**config.mk**
```make
export PLATFORM = sky130hd
export DESIGN_NAME = pll_seq_ctrl
export DESIGN_NICKNAME = d
export VERILOG_FILES = /design/src/rtl/pll_seq_ctrl.sv
export SDC_FILE = /design/constraint.sdc
export NUM_CORES = 1
export LEC_CHECK = 0
export ABC_AREA = 1
export CAP_MARGIN = 40
export CORE_ASPECT_RATIO = 1.2
export CORE_MARGIN = 2
export CORE_UTILIZATION = 55
export CTS_CLUSTER_SIZE = 24
export DETAILED_ROUTE_END_ITERATION = 12
export PLACE_DENSITY_LB_ADDON = 0.08
export SYNTH_ARGS = -nofsm -noshare
export SYNTH_HDL_FRONTEND = slang
export SYNTH_SLANG_ARGS = --single-unit
```
**constraint.sdc**
```tcl
create_clock -name CLK -period 1.6 [get_ports CLK]
set_input_delay 0.16 -clock CLK [delete_from_list [all_inputs] [get_ports CLK]]
set_output_delay 0.16 -clock CLK [all_outputs]
set_load 0.01 [all_outputs]
```
**src/rtl/pll_seq_ctrl.sv**
```systemverilog
// pll_seq_ctrl: brings the PLL up from power-on, holds system reset until lock is trusted,
// retries on timeout and falls back to bypass once retries are exhausted.
module pll_seq_ctrl #(
    parameter int unsigned PLL_RST_CYCLES = 16,
    parameter int unsigned LOCK_TIMEOUT   = 1200,
    parameter int unsigned STABLE_CYCLES  = 256,
    parameter int unsigned LOCK_FILT      = 4,
    parameter int unsigned MAX_RETRIES    = 3
) (
    input  logic       CLK,
    input  logic       RESETB,
    input  logic       PLL_LOCK,
    output logic       PLL_RESETB,
    output logic       PLL_BYPASS,
    output logic       SYS_RSTN,
    output logic       PLL_READY,
    output logic       FAULT,
    output logic [1:0] RETRY_CNT,
    output logic [2:0] STATE
);
    localparam int unsigned M1   = PLL_RST_CYCLES > LOCK_TIMEOUT ? PLL_RST_CYCLES : LOCK_TIMEOUT;
    localparam int unsigned M2   = STABLE_CYCLES > LOCK_FILT ? STABLE_CYCLES : LOCK_FILT;
    localparam int unsigned MAXP = M1 > M2 ? M1 : M2;
    localparam int unsigned CW   = $clog2(MAXP + 1);

    localparam logic [CW-1:0] RST_LAST  = CW'(PLL_RST_CYCLES - 1);
    localparam logic [CW-1:0] TO_LAST   = CW'(LOCK_TIMEOUT - 1);
    localparam logic [CW-1:0] STB_LAST  = CW'(STABLE_CYCLES - 1);
    localparam logic [CW-1:0] FILT_LAST = CW'(LOCK_FILT - 1);
    localparam logic [1:0]    MAX_R     = 2'(MAX_RETRIES);

    typedef enum logic [2:0] {
        S_RESET_PLL = 3'd0,
        S_WAIT_LOCK = 3'd1,
        S_STABILIZE = 3'd2,
        S_RUN       = 3'd3,
        S_FAULT     = 3'd4
    } state_t;

    state_t        state, nxt;
    logic [CW-1:0] cnt, cnt_nxt;
    logic [1:0]    retry_nxt;
    logic [1:0]    sync;
    logic          lock_s;
    logic          fail;

    assign lock_s    = sync[1];
    assign STATE     = state;

    always_comb begin
        nxt       = state;
        cnt_nxt   = cnt + CW'(1);
        retry_nxt = RETRY_CNT;
        fail      = 1'b0;
        case (state)
            S_RESET_PLL: if (cnt == RST_LAST) begin
                nxt     = S_WAIT_LOCK;
                cnt_nxt = '0;
            end
            S_WAIT_LOCK: if (lock_s) begin
                nxt     = S_STABILIZE;
                cnt_nxt = '0;
            end else if (cnt == TO_LAST) begin
                fail = 1'b1;
            end
            S_STABILIZE: if (!lock_s) begin
                fail = 1'b1;
            end else if (cnt == STB_LAST) begin
                nxt       = S_RUN;
                cnt_nxt   = '0;
                retry_nxt = '0;
            end
            S_RUN: if (lock_s) begin
                cnt_nxt = '0;
            end else if (cnt == FILT_LAST) begin
                nxt     = S_RESET_PLL;
                cnt_nxt = '0;
            end
            S_FAULT: cnt_nxt = cnt;
            default: begin
                nxt       = S_RESET_PLL;
                cnt_nxt   = '0;
                retry_nxt = '0;
            end
        endcase
        // a failed attempt either retries from RESET_PLL or gives up into bypass
        if (fail) begin
            cnt_nxt   = '0;
            nxt       = RETRY_CNT == MAX_R ? S_FAULT : S_RESET_PLL;
            retry_nxt = (RETRY_CNT == MAX_R || &RETRY_CNT) ? RETRY_CNT : RETRY_CNT + 2'd1;
        end
    end

    // outputs are decoded from the next state so they change on the same edge as STATE
    always_ff @(posedge CLK or negedge RESETB) begin
        if (!RESETB) begin
            sync       <= '0;
            state      <= S_RESET_PLL;
            cnt        <= '0;
            RETRY_CNT  <= '0;
            PLL_RESETB <= 1'b0;
            PLL_BYPASS <= 1'b0;
            SYS_RSTN   <= 1'b0;
            PLL_READY  <= 1'b0;
            FAULT      <= 1'b0;
        end else begin
            sync       <= {sync[0], PLL_LOCK};
            state      <= nxt;
            cnt        <= cnt_nxt;
            RETRY_CNT  <= retry_nxt;
            PLL_RESETB <= nxt == S_WAIT_LOCK || nxt == S_STABILIZE || nxt == S_RUN;
            PLL_BYPASS <= nxt == S_FAULT;
            SYS_RSTN   <= nxt == S_RUN || nxt == S_FAULT;
            PLL_READY  <= nxt == S_RUN;
            FAULT      <= nxt == S_FAULT;
        end
    end
endmodule

```
==> results.cfg, run 1 <==
[die]
full_die_area_um2 = 2755
floorplan.die.height_um = 57.10
effective_utilization_at_floorplan_pct = 57.23
io_pins = 13
design.core.area_um2 = 2258
placementRows = 19
die_x_extent_um = 48.25

[finish]
layout.filler_cells = 164
postLayoutCoreUtil_pct = 71.30
stdcell_area_um2 = 1610
area_delta_synth_final_pct = 24.59
drive_above_1_share_pct = 28.25
nNetsFinal = 183
number_of_antenna_diodes = 0

[timing]
maxClockFrequency_mhz = 637.7
skew_ns = 0.002268
final_min_period_over_clock_period_pct = 98.01
final.setup.tns_ns = 0
maxSlewViolCount = 0
pin_slew_with_the_least_headroom_to_its_limit_ns = 0.3242
slew_headroom_pct = 78.22
finalWorstPathRequiredPeriod_ns = 1.568
final-hold-violation-count = 0
finalSetupViolations = 0

[setup_path]
critPathSlowestCell = dfrtp_1
critPathMaxStageDelay_ns = 0.46
category_of_the_critical_setup_timing_path = register to register
startpoint_class_of_the_critical_path = register
cp_data_required_time_ns = 1.82
cpMostUsedCell = nor2_1
worstSetupEndpointType = register
worst-path-max-fanout = 6
cp_cell_sequence = nor2_1, nand2_1, nor2_1, nand3_1, nand2_2, nand3_4, nand2_4, o21ai_2
arrival_worst_endpoint_ns = 1.78

[grt]
grt_antenna_before_repair = 0
grt_usage_pct = 22.24
grt_pass1_vias = 1048
wire_length_of_the_first_global_routing_pass_um = 4464
grt-ovfl-total = 0
grt_max_degree = 23

[detailed_routing]
drtAntennaViolNets = 0
wl_per_cell_um = 13.51
detail_route.drc_violations = 0
routed-via-count = 1081
drt_first_iter_violations = 30
route.final.wire_length_um = 2811
via_per_inst = 5.197
drt-pass1-iter-count = 4

[yosys]
synth_edf_count = 0
complex_gate_fraction_of_the_synthesized_area_pct = 10.07
asyncSetResetFlopFracSynth_pct = 100.0
dominant_synthesized_flop_cell = dfrtp_1
netlist.area_leader.share_pct = 42.59
syn_avg_cell_area_um2 = 8.503
yosysUniqueCellTypes = 27
syn-cell-area_um2 = 1292
synth_top_family_by_area = simple AND/OR/NAND/NOR gates
synthesis.yosys.warnings = 0
yosys.area_share.simple_pct = 34.95
synth.net_count = 157
synth-seq-area-share_pct = 42.59
synthDominantAreaCellType = dfrtp_1
synth-seq-cells = 22
synthesis.instances = 152
synth_xor_xnor_area_share_pct = 4.066
synth.mux.area_fraction_pct = 0
synthTopCellsByArea = dfrtp_1 43%, nand2_1 12%, o21ai_2 6.8%
post_synth_fa_ha_maj_area_fraction_pct = 1.936

[clocking]
cts_buffers = 3
cts_tree = done
cts.reportedPaths.clkPinSlew_ns = 0.12
cts-root-buf = clkbuf_4
clock_latency_late_sink_ns = 0.31
cts_num_sinks = 22
maximum_clock_path_buffer_count = 2
clock_tree.htree_level_count = 1

[min_path]
worstHoldPathType = primary input to async pin

[pwr]
power_per_unit_of_standard_cell_area_nw_per_um2 = 1499
worst_vdd_drop_v = 0.0009359
power_uw = 2414
leakagePower_uw = 0.0007531

[run]
drv_cap = 0

[placement]
hpwlAfterDp_um = 1940
placement.cell_area_um2 = 1478
buffer_ports.inserted = 12
finalWeightedCongestion = 0.9111

[run_status]
status = completed
stage by stage:
| step | worst slack (ns) | hold slack [ns] | std cells |
|---|---|---|---|
| finish | 0.03182 | 0.1769 | 208 |
| CTS | 0.02398 | 0.1821 | 202 |
| detailed placement | 0.01195 | 0.3405 | 198 |
| floorplan | 0.1229 | -0.1356 | 152 |
| global route | -0.1347 | 0.2138 | 208 |
| global placement | 0.07183 | 0.3329 | 198 |
Yosys cell counts, types with 2 or more instances:
cell type / n
nand2_2: 4
inv_1: 17
nand2_4: 3
nand3_1: 11
xnor2_1: 2
nor2_1: 14
dfrtp_1: 22
inv_2: 2
nand3_2: 3
nand4_1: 5
xor2_1: 4
o21ai_2: 10
nand2_1: 40
ha_1: 2
report_power, final:
part | switching [uW] | total (uW) | internal (uW)
sequential | 144 | 839 | 694
combinational | 719 | 1270 | 547
clock | 171 | 310 | 139
total | 1030 | 2410 | 1380
area by class of cell:
cell class	instances	area [um2]	area share, %
Clock buffer	4	36.28	2.253
Inverter	19	71.32	4.429
Multi-Input combinational cell	110	716.9	44.52
Sequential cell	22	551.8	34.27
Tap cell	31	38.79	2.409
Timing Repair Buffer	22	195.2	12.12
layout by cell type (no fill, tap or decap):
master	count
nor4_4	1
clkbuf_8	1
nand2_8	1
nor3b_2	1
nand2_4	3
nor2_4	2
nor2_1	11
clkdlybuf4s50_1	12
nand2_1	40
inv_2	2
xor2_1	4
dfrtp_1	21
ha_4	1
nand3_1	11
nand2_2	4
ha_1	1
nor2_2	3
a21oi_4	1
clkbuf_4	3
buf_4	10
o21ai_2	10
nand3_2	2
inv_1	17
nor3_2	1
a21oi_1	1
dfrtp_2	1
nand4_1	5
xnor2_1	2
nand3_4	2
o21ai_0	1
o211ai_1	1
a21oi_2	1
sequential cells by signal, indices dropped and copies added (netlist names):
name	count
cnt	11
STATE	3
RETRY_CNT	2
sync	2
FAULT	1
PLL_READY	1
PLL_RESETB	1
SYS_RSTN	1
worst max-delay path, delay by kind of cell, from the launching register on:
family,cells,cell delay (ns)
AOI/OAI and AO/OA,1,0.07
and+or+nand+nor,7,0.95
DFF,1,0.46
metal layers:
layer	part of all wire [%]	GRT usage (%)	wire, um	up-vias
met2	53	36.65	1493	24
met5	0	0	0	-
met4	2.1	9.266	59	0
li1	-	-	-	538
met3	2.9	3.797	82	9
met1	42	27.40	1175	510
logic make-up (layout without fill, tap and decap cells):
logic type / count (synthesis) / in the layout
simple gates: 86 / 87
buf+inv: 21 / 45
fa+ha+maj: 2 / 2
flops: 22 / 22
xor+xnor: 6 / 6
compound gates: 15 / 15
timing repair:
| action | in CTS | in global routing |
|---|---|---|
| pin swaps | 0 | 7 |
| gates cloned | 0 | 1 |
| buffers inserted | 0 | 5 |
| hold buffers | 0 | 0 |
| endpoints found under the setup margin | 1 | 17 |
| resized for setup | 1 | 9 |
worst paths after layout:
path                               start       to  slack (ns)  cells past startpoint
worst max-delay path              cnt[7]   cnt[3]        0.03                      8
worst min-delay path              RESETB   cnt[3]        0.18                      2
worst max register to register    cnt[7]   cnt[3]        0.03                      8
worst min register to register   sync[0]  sync[1]        0.37                      0
max in group asynchronous         RESETB   cnt[4]        1.19                      2
min in group CLK                PLL_LOCK  sync[0]        0.27                      1
(Power assumes the default switching activity.)
==> run 2, diff against run 1 <==
CAP_MARGIN = 20   (was 40)
==> results of run 2 <==
Same layout as run 1: the final DEF is identical, and so are final timing and power.
==> run 3, diff against run 2 <==
GPL_TIMING_DRIVEN = 0   (was unset)
==> results.cfg, run 3 (synthesis gave the netlist of run 1 again) <==
[setup_path]
path_depth = 1
crit_path_start = STATE[2]
cp_cell_sequence = clkdlybuf4s50_1
setup.reg_to_reg.worst_slack_ns = 0.08
worst_r2r_startpoint = cnt[0]
critPathMaxStageDelay_ns = 0.58
critPathSlowestCell = clkdlybuf4s50_1
category_of_the_critical_setup_timing_path = register to output port
r2r_path_end = cnt[4]
startpoint_class_of_the_critical_path = register
arrival_worst_endpoint_ns = 1.37
crit_family = buffers and inverters
cp_data_required_time_ns = 1.44
cp.buffers_inverters = 1
r2r_cells = 8
worst-path-max-fanout = 5
worstSetupEndpointType = output port
crit_path_end = STATE[2]

[clocking]
maximum_clock_path_buffer_count = 2
cts_buffers = 3
clock_tree.htree_level_count = 1
post_cts_setup_inserts = 0
clock_latency_late_sink_ns = 0.31
cts-root-buf = clkbuf_4
cts.reportedPaths.clkPinSlew_ns = 0.12
cts_tree = done
cts_num_sinks = 22
hold_buffers = 0

[timing]
maxSlewViolCount = 0
finalWorstSetupSlack_ns = 0.06537
slew_headroom_pct = 72.14
finalSetupViolations = 0
maxClockFrequency_mhz = 651.6
final_min_period_over_clock_period_pct = 95.91
finalWorstPathRequiredPeriod_ns = 1.535
pin_slew_with_the_least_headroom_to_its_limit_ns = 0.4166
final.setup.tns_ns = 0
final-hold-violation-count = 0
skew_ns = 0.003751

[detailed_routing]
drtAntennaViolNets = 0
routed-via-count = 1064
via_per_inst = 5.347
detail_route.drc_violations = 0
drt-pass1-iter-count = 4
route.final.wire_length_um = 2561
drt_first_iter_violations = 14
wl_per_cell_um = 12.87

[die]
placementRows = 19
io_pins = 13
design.core.area_um2 = 2258
floorplan.die.height_um = 57.10
effective_utilization_at_floorplan_pct = 57.23
die_x_extent_um = 48.25
full_die_area_um2 = 2755

[finish]
postLayoutCoreUtil_pct = 67.70
stdcell_area_um2 = 1529
number_of_antenna_diodes = 0
area_delta_synth_final_pct = 18.30
top_register = cnt
drive_above_1_share_pct = 25.60
largest_register_ffs = 11
most_used_cells_in_the_layout_excluding_fill_and_tap_cells = 40 x nand2_1, 20 x dfrtp_1, 17 x inv_1
fin_cells = 199
layout.filler_cells = 188
mostFrequentLayoutCell = nand2_1
nNetsFinal = 175

[grt]
grt_usage_pct = 22.13
wire_length_of_the_first_global_routing_pass_um = 4429
grt_antenna_before_repair = 0
grt_pass1_vias = 1016
grt_max_degree = 23
grt-ovfl-total = 0

[pwr]
leakagePower_uw = 0.0007071
power_per_unit_of_standard_cell_area_nw_per_um2 = 1431
worst_vdd_drop_v = 0.001106

[placement]
placed_cells_incl_taps = 195
buffer_ports.inserted = 12
place_ws_ns = -0.01465
placement.cell_area_um2 = 1451
finalWeightedCongestion = 0.9341
hpwlAfterDp_um = 1951

[run]
drv_cap = 0

[min_path]
worstHoldPathType = primary input to async pin

[run_status]
status = completed
run 3: worst min path at each step:
| stage | from | endpoint | slack (ns) | cells past startpoint |
|---|---|---|---|---|
| floorplan | RESETB | FAULT | -0.14 | 0 |
| detailed placement | sync[0] | sync[1] | 0.34 | 0 |
| CTS | PLL_LOCK | sync[0] | 0.28 | 1 |
| global route | RESETB | cnt[8] | 0.16 | 1 |
| finish | RESETB | cnt[5] | 0.13 | 1 |
| global placement | sync[0] | sync[1] | 0.34 | 0 |
run 3: layer usage:
| metal | wire length (um) | share of wire (%) | vias up | GRT usage (%) |
|---|---|---|---|---|
| met4 | 94 | 3.7 | 0 | 10.04 |
| met2 | 1357 | 53 | 24 | 34.40 |
| li1 | - | - | 521 | - |
| met1 | 1047 | 41 | 511 | 28.89 |
| met3 | 62 | 2.4 | 8 | 4.114 |
| met5 | 0 | 0 | - | 0 |
run 3: area by class of cell:
class	count	area, um2	area share, %
Multi-Input combinational cell	109	695.7	45.50
Buffer	2	12.51	0.8183
Timing Repair Buffer	13	135.1	8.838
Inverter	19	71.32	4.664
Tap cell	31	38.79	2.537
Sequential cell	22	553.0	36.17
Clock buffer	3	22.52	1.473
run 3: metrics by stage:
step                      power, uW  hold WS, ns
after CTS                      2114       0.2807
after global placement         1822       0.3367
after detailed placement       1859       0.3403
after floorplan                1528      -0.1356
final                          2188       0.1296
after global routing           2364       0.1560
run 3: what timing repair did:
action	in CTS	in global routing
hold endpoints to repair	0	0
cloned	0	0
setup endpoints to repair	11	18
pin swaps	1	1
gates resized for setup	1	11
run 3: power by group:
group / internal, uW / switching (uW)
combinational: 453 / 616
clock: 88.2 / 169
sequential: 697 / 165
total: 1240 / 950
